$ cat src/rtl/mem_bus_pkg.sv
// rtl/mem_bus_pkg.sv - shared encodings and defaults for the two-master memory bus arbiter
package mem_bus_pkg;

   localparam int ADDR_W_DEF = 16;
   localparam int DATA_W_DEF = 8;
   localparam logic [15:0] ROM_LIMIT_DEF = 16'h0100;

   typedef enum logic [1:0] {
      ST_IDLE = 2'd0,
      ST_XFER = 2'd1,
      ST_ACK  = 2'd2
   } state_t;

   typedef enum logic [1:0] {
      GNT_NONE = 2'd0,
      GNT_CPU  = 2'd1,
      GNT_DMA  = 2'd2
   } grant_t;

endpackage

$ cat src/rtl/mem_bus_arbiter_rr_arb2.sv
// rtl/mem_bus_arbiter_rr_arb2.sv - combinational two-requester round-robin picker (bit0 CPU, bit1 DMA)
module rr_arb2 (
   input  logic [1:0] req,
   input  logic       last_winner,
   output logic [1:0] win
);

   // last_winner=1 means DMA won last, so on a tie the CPU goes next
   always_comb begin
      win = req;
      if (req == 2'b11) begin
         win = last_winner ? 2'b01 : 2'b10;
      end
   end

endmodule

$ cat src/rtl/mem_bus_arbiter.sv
// rtl/mem_bus_arbiter.sv - CPU/DMA bus arbiter driving single-cycle transfers with ROM write protection
module mem_bus_arbiter
   import mem_bus_pkg::*;
#(
   parameter int                ADDR_W    = ADDR_W_DEF,
   parameter int                DATA_W    = DATA_W_DEF,
   parameter logic [ADDR_W-1:0] ROM_LIMIT = ROM_LIMIT_DEF
) (
   input  logic              clk,
   input  logic              reset,
   input  logic              cpu_req,
   input  logic              cpu_we,
   input  logic [ADDR_W-1:0] cpu_addr,
   input  logic [DATA_W-1:0] cpu_wdata,
   output logic [DATA_W-1:0] cpu_rdata,
   output logic              cpu_ack,
   input  logic              dma_req,
   input  logic              dma_we,
   input  logic [ADDR_W-1:0] dma_addr,
   input  logic [DATA_W-1:0] dma_wdata,
   output logic [DATA_W-1:0] dma_rdata,
   output logic              dma_ack,
   output logic [ADDR_W-1:0] mem_addr,
   output logic [DATA_W-1:0] mem_wdata,
   input  logic [DATA_W-1:0] mem_rdata,
   output logic              mem_read,
   output logic              mem_write,
   output logic              rom_sel,
   output logic              ram_sel,
   output logic [1:0]        grant,
   output logic              wr_fault
);

   state_t            state, state_d;
   grant_t            owner;
   logic              last_dma;
   logic [1:0]        win;
   logic              lat_we;
   logic [ADDR_W-1:0] lat_addr;
   logic [DATA_W-1:0] lat_wdata;
   logic              lat_rom;
   logic              fault;

   assign lat_rom = (lat_addr < ROM_LIMIT);
   assign grant   = owner;

   rr_arb2 u_arb (
      .req         ({dma_req, cpu_req}),
      .last_winner (last_dma),
      .win         (win)
   );

   always_ff @(posedge clk) begin
      if (reset) begin
         state     <= ST_IDLE;
         owner     <= GNT_NONE;
         last_dma  <= 1'b1;
         lat_we    <= 1'b0;
         lat_addr  <= '0;
         lat_wdata <= '0;
         fault     <= 1'b0;
         cpu_rdata <= '0;
         dma_rdata <= '0;
      end else begin
         state <= state_d;
         case (state)
            ST_IDLE: begin
               if (win != 2'b00) begin
                  owner     <= win[0] ? GNT_CPU : GNT_DMA;
                  last_dma  <= win[1];
                  lat_we    <= win[0] ? cpu_we    : dma_we;
                  lat_addr  <= win[0] ? cpu_addr  : dma_addr;
                  lat_wdata <= win[0] ? cpu_wdata : dma_wdata;
                  fault     <= 1'b0;
               end
            end
            ST_XFER: begin
               fault <= lat_we && lat_rom;
               if (!lat_we) begin
                  if (owner == GNT_CPU) cpu_rdata <= mem_rdata;
                  else                  dma_rdata <= mem_rdata;
               end
            end
            ST_ACK: owner <= GNT_NONE;
            default: owner <= GNT_NONE;
         endcase
      end
   end

   always_comb begin
      state_d   = state;
      mem_addr  = '0;
      mem_wdata = '0;
      mem_read  = 1'b0;
      mem_write = 1'b0;
      rom_sel   = 1'b0;
      ram_sel   = 1'b0;
      cpu_ack   = 1'b0;
      dma_ack   = 1'b0;
      wr_fault  = 1'b0;
      case (state)
         ST_IDLE: begin
            if (win != 2'b00) state_d = ST_XFER;
         end
         ST_XFER: begin
            state_d   = ST_ACK;
            mem_addr  = lat_addr;
            mem_wdata = lat_wdata;
            mem_read  = !lat_we;
            // a write below ROM_LIMIT never strobes; it is reported at ack instead
            mem_write = lat_we && !lat_rom;
            rom_sel   = lat_rom;
            ram_sel   = !lat_rom;
         end
         ST_ACK: begin
            state_d  = ST_IDLE;
            cpu_ack  = (owner == GNT_CPU);
            dma_ack  = (owner == GNT_DMA);
            wr_fault = fault;
         end
         default: state_d = ST_IDLE;
      endcase
   end

endmodule

$ cat config.mk
export PLATFORM = sky130hd
export DESIGN_NAME = mem_bus_arbiter
export DESIGN_NICKNAME = d
export VERILOG_FILES = /design/src/rtl/mem_bus_pkg.sv /design/src/rtl/mem_bus_arbiter_rr_arb2.sv /design/src/rtl/mem_bus_arbiter.sv
export SDC_FILE = /design/constraint.sdc
export NUM_CORES = 1
export LEC_CHECK = 0
export BUFFER_PORTS_ARGS = -buffer_cell sky130_fd_sc_hd__clkbuf_2
export CORE_MARGIN = 1.5
export CORE_UTILIZATION = 46
export CTS_CLUSTER_DIAMETER = 200
export CTS_CLUSTER_SIZE = 14
export DETAILED_ROUTE_END_ITERATION = 6
export PLACE_DENSITY = 0.76
export SLEW_MARGIN = 30
export SYNTH_ARGS = -nofsm -noshare
export SYNTH_HDL_FRONTEND = slang
export SYNTH_SLANG_ARGS = --single-unit
$ cat constraint.sdc
create_clock -name clk -period 1.4 [get_ports clk]
set_input_delay 0.07 -clock clk [delete_from_list [all_inputs] [get_ports clk]]
set_output_delay 0.07 -clock clk [all_outputs]
set_load 0.01 [all_outputs]
# [After elaboration in Yosys (flattened, before gate mapping)]
# Cells that the tools add are included.
[classes] n_bitwise=3 order_cmp=1 n_reduce_logical=12 muxes=21 eq_ne=6
[ops] operator="16-bit 2-to-1 mux" n=2
[ops] operator="16-bit by 9-bit < comparator with 1-bit output, second input constant" n=1
[ops] operator="8-bit 2-to-1 mux" n=2
[ops] operator="2-bit 2-to-1 mux" n=5
[ops] operator="1-bit 2-to-1 mux" n=9
[ops] operator="2-bit one-hot mux with 2 select lines" n=2
[ops] operator="2-bit equality test, second input constant" n=3
[ops] operator="2-bit AND reduction" n=3
[ops] operator="3-bit AND reduction" n=2
[ops] operator="2-bit by 1-bit equality test with 1-bit output, second input constant" n=2
[ops] operator="2-bit nonzero test" n=2
[ops] operator="1-bit NOT" n=3
[ops] operator="1-bit logical AND" n=2
[ops] operator="1-bit logical NOT" n=2
[ops] operator="2-bit logical NOT" n=1
[ops] operator="2-bit != test, second input constant" n=1
[ops] operator="1-bit one-hot mux with 2 select lines" n=1
[totals] elab_cells=52 in_bits=62 ff_bits=47 output_inout_bits=49

# [Depth between registers and ports, before layout]
[depth] ltp_word=5 mapped_depth=6 depth_no_buf=4

# [By module]
# From an unflattened synthesis, not the netlist that was laid out.
[unflattened] hier_cells=244 area_unflattened_um2=2452.4
[modules_own_cells] module="mem_bus_arbiter" cells_each=241 area_per_inst_um2=2433.6 n_inst=1 seq_area_each_um2=940.9
[modules_own_cells] module="rr_arb2" cells_each=3 area_per_inst_um2=18.8 n_inst=1 seq_area_each_um2=0.0

# [Least setup slack after synthesis]
# OpenSTA, ideal clock, no wires.
[synth_path] kind="register to register" startpoint="reg lat_we" endpoint="reg cpu_rdata[2]" required_time_ns=1.268 slack_ns=0.098 synth_period_minus_slack_ns=1.302 arrival_ns=1.170 path_stages_with_launch=6 path_buffers=2 setup_ns=0.132 cell_sequence="dfxtp_1 or3b_1 buf_6 clkbuf_2 o21ai_0 a21oi_1"
[synth_via] elab_chain_cells=2
[synth_rtl] item="start: declaration" line_no="mem_bus_arbiter.sv:38" source="logic lat_we;"
[synth_rtl] item="start signal: assignment" line_no="mem_bus_arbiter.sv:71" source="lat_we <= win[0] ? cpu_we : dma_we;"
[synth_rtl] item="1-bit NOT (no line)"
[synth_rtl] item="3-bit AND reduction (no line)"
[synth_rtl] item="end signal: assignment" line_no="mem_bus_arbiter.sv:80" source="if (owner == GNT_CPU) cpu_rdata <= mem_rdata;"
[synth_rtl] item="end: declaration" line_no="mem_bus_arbiter.sv:15" source="output logic [DATA_W-1:0] cpu_rdata,"
# Every way passes these cells.
# A chain may end at the register's enable or synchronous reset.

# [Final worst setup path]
[layout_path] startpoint="reg state[0]" endpoint="out mem_addr[2]"
[layout_via] elab_chain_cells=2
[layout_rtl] item="start: declaration" line_no="mem_bus_arbiter.sv:34" source="state_t state, state_d;"
[layout_rtl] item="start signal: assignment" line_no="mem_bus_arbiter.sv:65" source="state <= state_d;"
[layout_rtl] item="2-bit by 1-bit equality test with 1-bit output" line_no="mem_bus_arbiter.sv:101" source="case (state)"
[layout_rtl] item="16-bit 2-to-1 mux" line_no="mem_bus_arbiter.sv:101"
[layout_rtl] item="end: declaration" line_no="mem_bus_arbiter.sv:23" source="output logic [ADDR_W-1:0] mem_addr,"
# Every way passes these cells.

==> results.yml <==
outcome:
  status: "complete, but fails checks"
  violations: "setup timing"
setup_path:
  worstSetupEndpointType: "primary output"
  worstPathMaxFanout: 9
  critPathKind: "flop to primary output"
  start_kind: "flop"
  worst_ep_arrival_time_ps: 1390
  critical_path_required_ps: 1330
clocking:
  numCtsBuffers: 5
  cts_root_buffer: "clkbuf_8"
  path_clk_slew_ps: 90
  clockBufferDepth: 2
  cts_tree: "done"
  cts.sinks: 47
  insertion_delay_ps: 300
  h-tree-depth: 2
die:
  die_w_um: 73.2
  start_util_pct: 48.0
  coreArea_um2: 4720
  dieHeight_um: 73.2
  io_pins: 111
  rows: 25
  dieArea_um2: 5360
sta:
  relSlewSlack_pct: 74.6
  post-route-min-period_ps: 1460
  worst_slew_pin_slew_ps: 381
  rsz0062_at_grt: "yes"
  setup_ws_ps: -61.2
  drv_slew: 0
  fin_crit_sh_pct: 104
  skew_ps: 5.91
  finalHoldViolations: 0
  setup_viol: 27
  holdWs_ps: 6.31
  fmax_mhz: 684
grt:
  grt_max_degree: 27
  antenna_found_initial: 0
  met1_usage_pct: 36.9
  grt_pass1_wl_um: 11000
  overflow: 0
  busiest_layer: "met2"
  grt_pass1_vias: 2345
  grt_usage_pct: 26.0
  gr-usage-met2_pct: 41.3
  grtUsageMet3_pct: 4.70
synthesis:
  ys_seq_elements: 47
  synth.distinct_cells: 30
  yosysWarnings: 0
  netlist.top_cell.by_area: "dfxtp_1"
  syn-cell-area_um2: 2270
  yosys.area.top_type_share_pct: 41.5
  syn_inst: 283
  synth.avg_cell_area_um2: 8.01
  syn_nets: 345
  ys_seq_area_share_pct: 41.5
  synth_area_leaders: "dfxtp_1 (42%), nand3_1 (15%), o21ai_0 (8.4%)"
run:
  drv_cap: 0
routing:
  wl_per_cell_um: 15.4
  drc: 0
  ant_nets: 0
  via_count: 2651
  vias_per_cell: 5.63
  drt-pass1-iter-count: 4
  drtIter0Drc: 196
  wl_um: 7250
final_layout:
  final_util_pct: 72.7
  fin_nets: 465
  n_antenna_cell: 0
  syn2layout_area_growth_pct: 51.5
  drive_gt1_share_pct: 47.5
  fillers: 354
power:
  finalPower_mw: 3.40
  leakage_nw: 1.50
  cellPowerDensity_nw_per_um2: 990
  vdd_drop_max_uv: 542
place:
  port_buffers: 110
  hpwl_um: 4590
  place_congestion: 0.794
min_path:
  hold_path.class: "input port to flop"
==> state kept, by name, summed over array words and instances (netlist names) <==
name       cells
lat_we         1
dma_rdata      8
lat_addr      16
last_dma       1
fault          1
lat_wdata      8
cpu_rdata      8
grant          2
state          2
==> worst paths after layout <==
kind / to / from / cells past startpoint / slack [ps]
setup / recovery: mem_addr[2] / state[0] / 5 / -60
hold / removal: lat_addr[8] / cpu_addr[8] / 3 / 6
setup reg to reg: lat_addr[12] / state[0] / 6 / 20
hold reg to reg: dma_rdata[5] / dma_rdata[5] / 2 / 480
==> per-stage QoR <==
step           TNS, ps  setup WS (ps)  instances  cell area (um^2)
3_3_place_gp         0            123        452              2920
3_5_place_dp         0           84.2        452              2920
6_report          -816          -61.2        471              3440
5_1_grt          -3090           -105        471              3440
4_1_cts           -922          -47.7        467              3200
2_1_floorplan        0           97.7        283              2270
==> layer usage <==
metal  up-vias  wire (um)
li1       1274          -
met1      1239       3020
met2       136       3620
met3         2        581
met4         0         29
met5         -          0
==> final cells by class <==
| type | instances | area (um^2) | share of cell area [%] |
|---|---|---|---|
| clock buffers | 5 | 68.8 | 2.00 |
| multi-input cells | 204 | 1270 | 36.9 |
| repair buffers | 141 | 996 | 29.0 |
| clock inverters | 3 | 43.8 | 1.27 |
| well taps | 67 | 83.8 | 2.44 |
| flip-flops and latches | 47 | 953 | 27.7 |
| inverters | 4 | 22.5 | 0.655 |
==> placed cells by master, fill, tap and decap left out, types with 5 or more instances in the layout <==
cell      count
clkbuf_2     83
nand3_1      64
dfxtp_1      39
o21ai_0      28
buf_6        26
a31oi_1      25
and2_4       16
buf_4        16
a21oi_1      13
o21ai_1      10
buf_2        10
and2_1        9
dfxtp_2       7
clkbuf_8      5
==> synthesized netlist by cell type, drive strengths merged <==
cell and number:
nor3b 2, clkbuf 15, inv 4, or3b 1, nor3 4, nor4bb 1
a32oi 2, and2b 1, a211o 1, and3 2, a21oi 17, nand2 1
dfxtp 47, buf 13, nor2 3, nand2b 5, nor2b 1, and2 25
nand3 67, a211oi 1, or2 1, nor4 2, a31oi 25, o21ai 42
==> cell families (layout without fill, tap and decap cells) <==
| kind of cell | Yosys count | after routing | share of synthesized area, % |
|---|---|---|---|
| flops | 47 | 47 | 41.5 |
| compound gates | 88 | 88 | 21.4 |
| simple gates | 116 | 116 | 29.2 |
| buf+inv | 32 | 153 | 7.89 |
==> worst max-delay path, stage by stage (launching register included) <==
cell and delay [ps]:
dfxtp_2 350, buf_6 110, and2b_4 220, buf_12 140, and2_1 140, clkbuf_2 140
==> what timing repair did <==
action                                  CTS  global route
gates cloned                              1             1
endpoints found under the hold margin     1             0
endpoints found under the setup margin   30            67
pin swaps                                14             6
gates resized for setup                  33            78
buffers inserted                          5             3
hold buffers                              1             0
==> report_power, final <==
part / switching [mW] / total, mW / internal [mW]
sequential: 0.0683 / 1.51 / 1.44
combinational: 0.457 / 0.888 / 0.431
clock: 0.473 / 1.00 / 0.532
total: 0.998 / 3.40 / 2.40
Note: power is estimated with default switching activity, not from simulation.
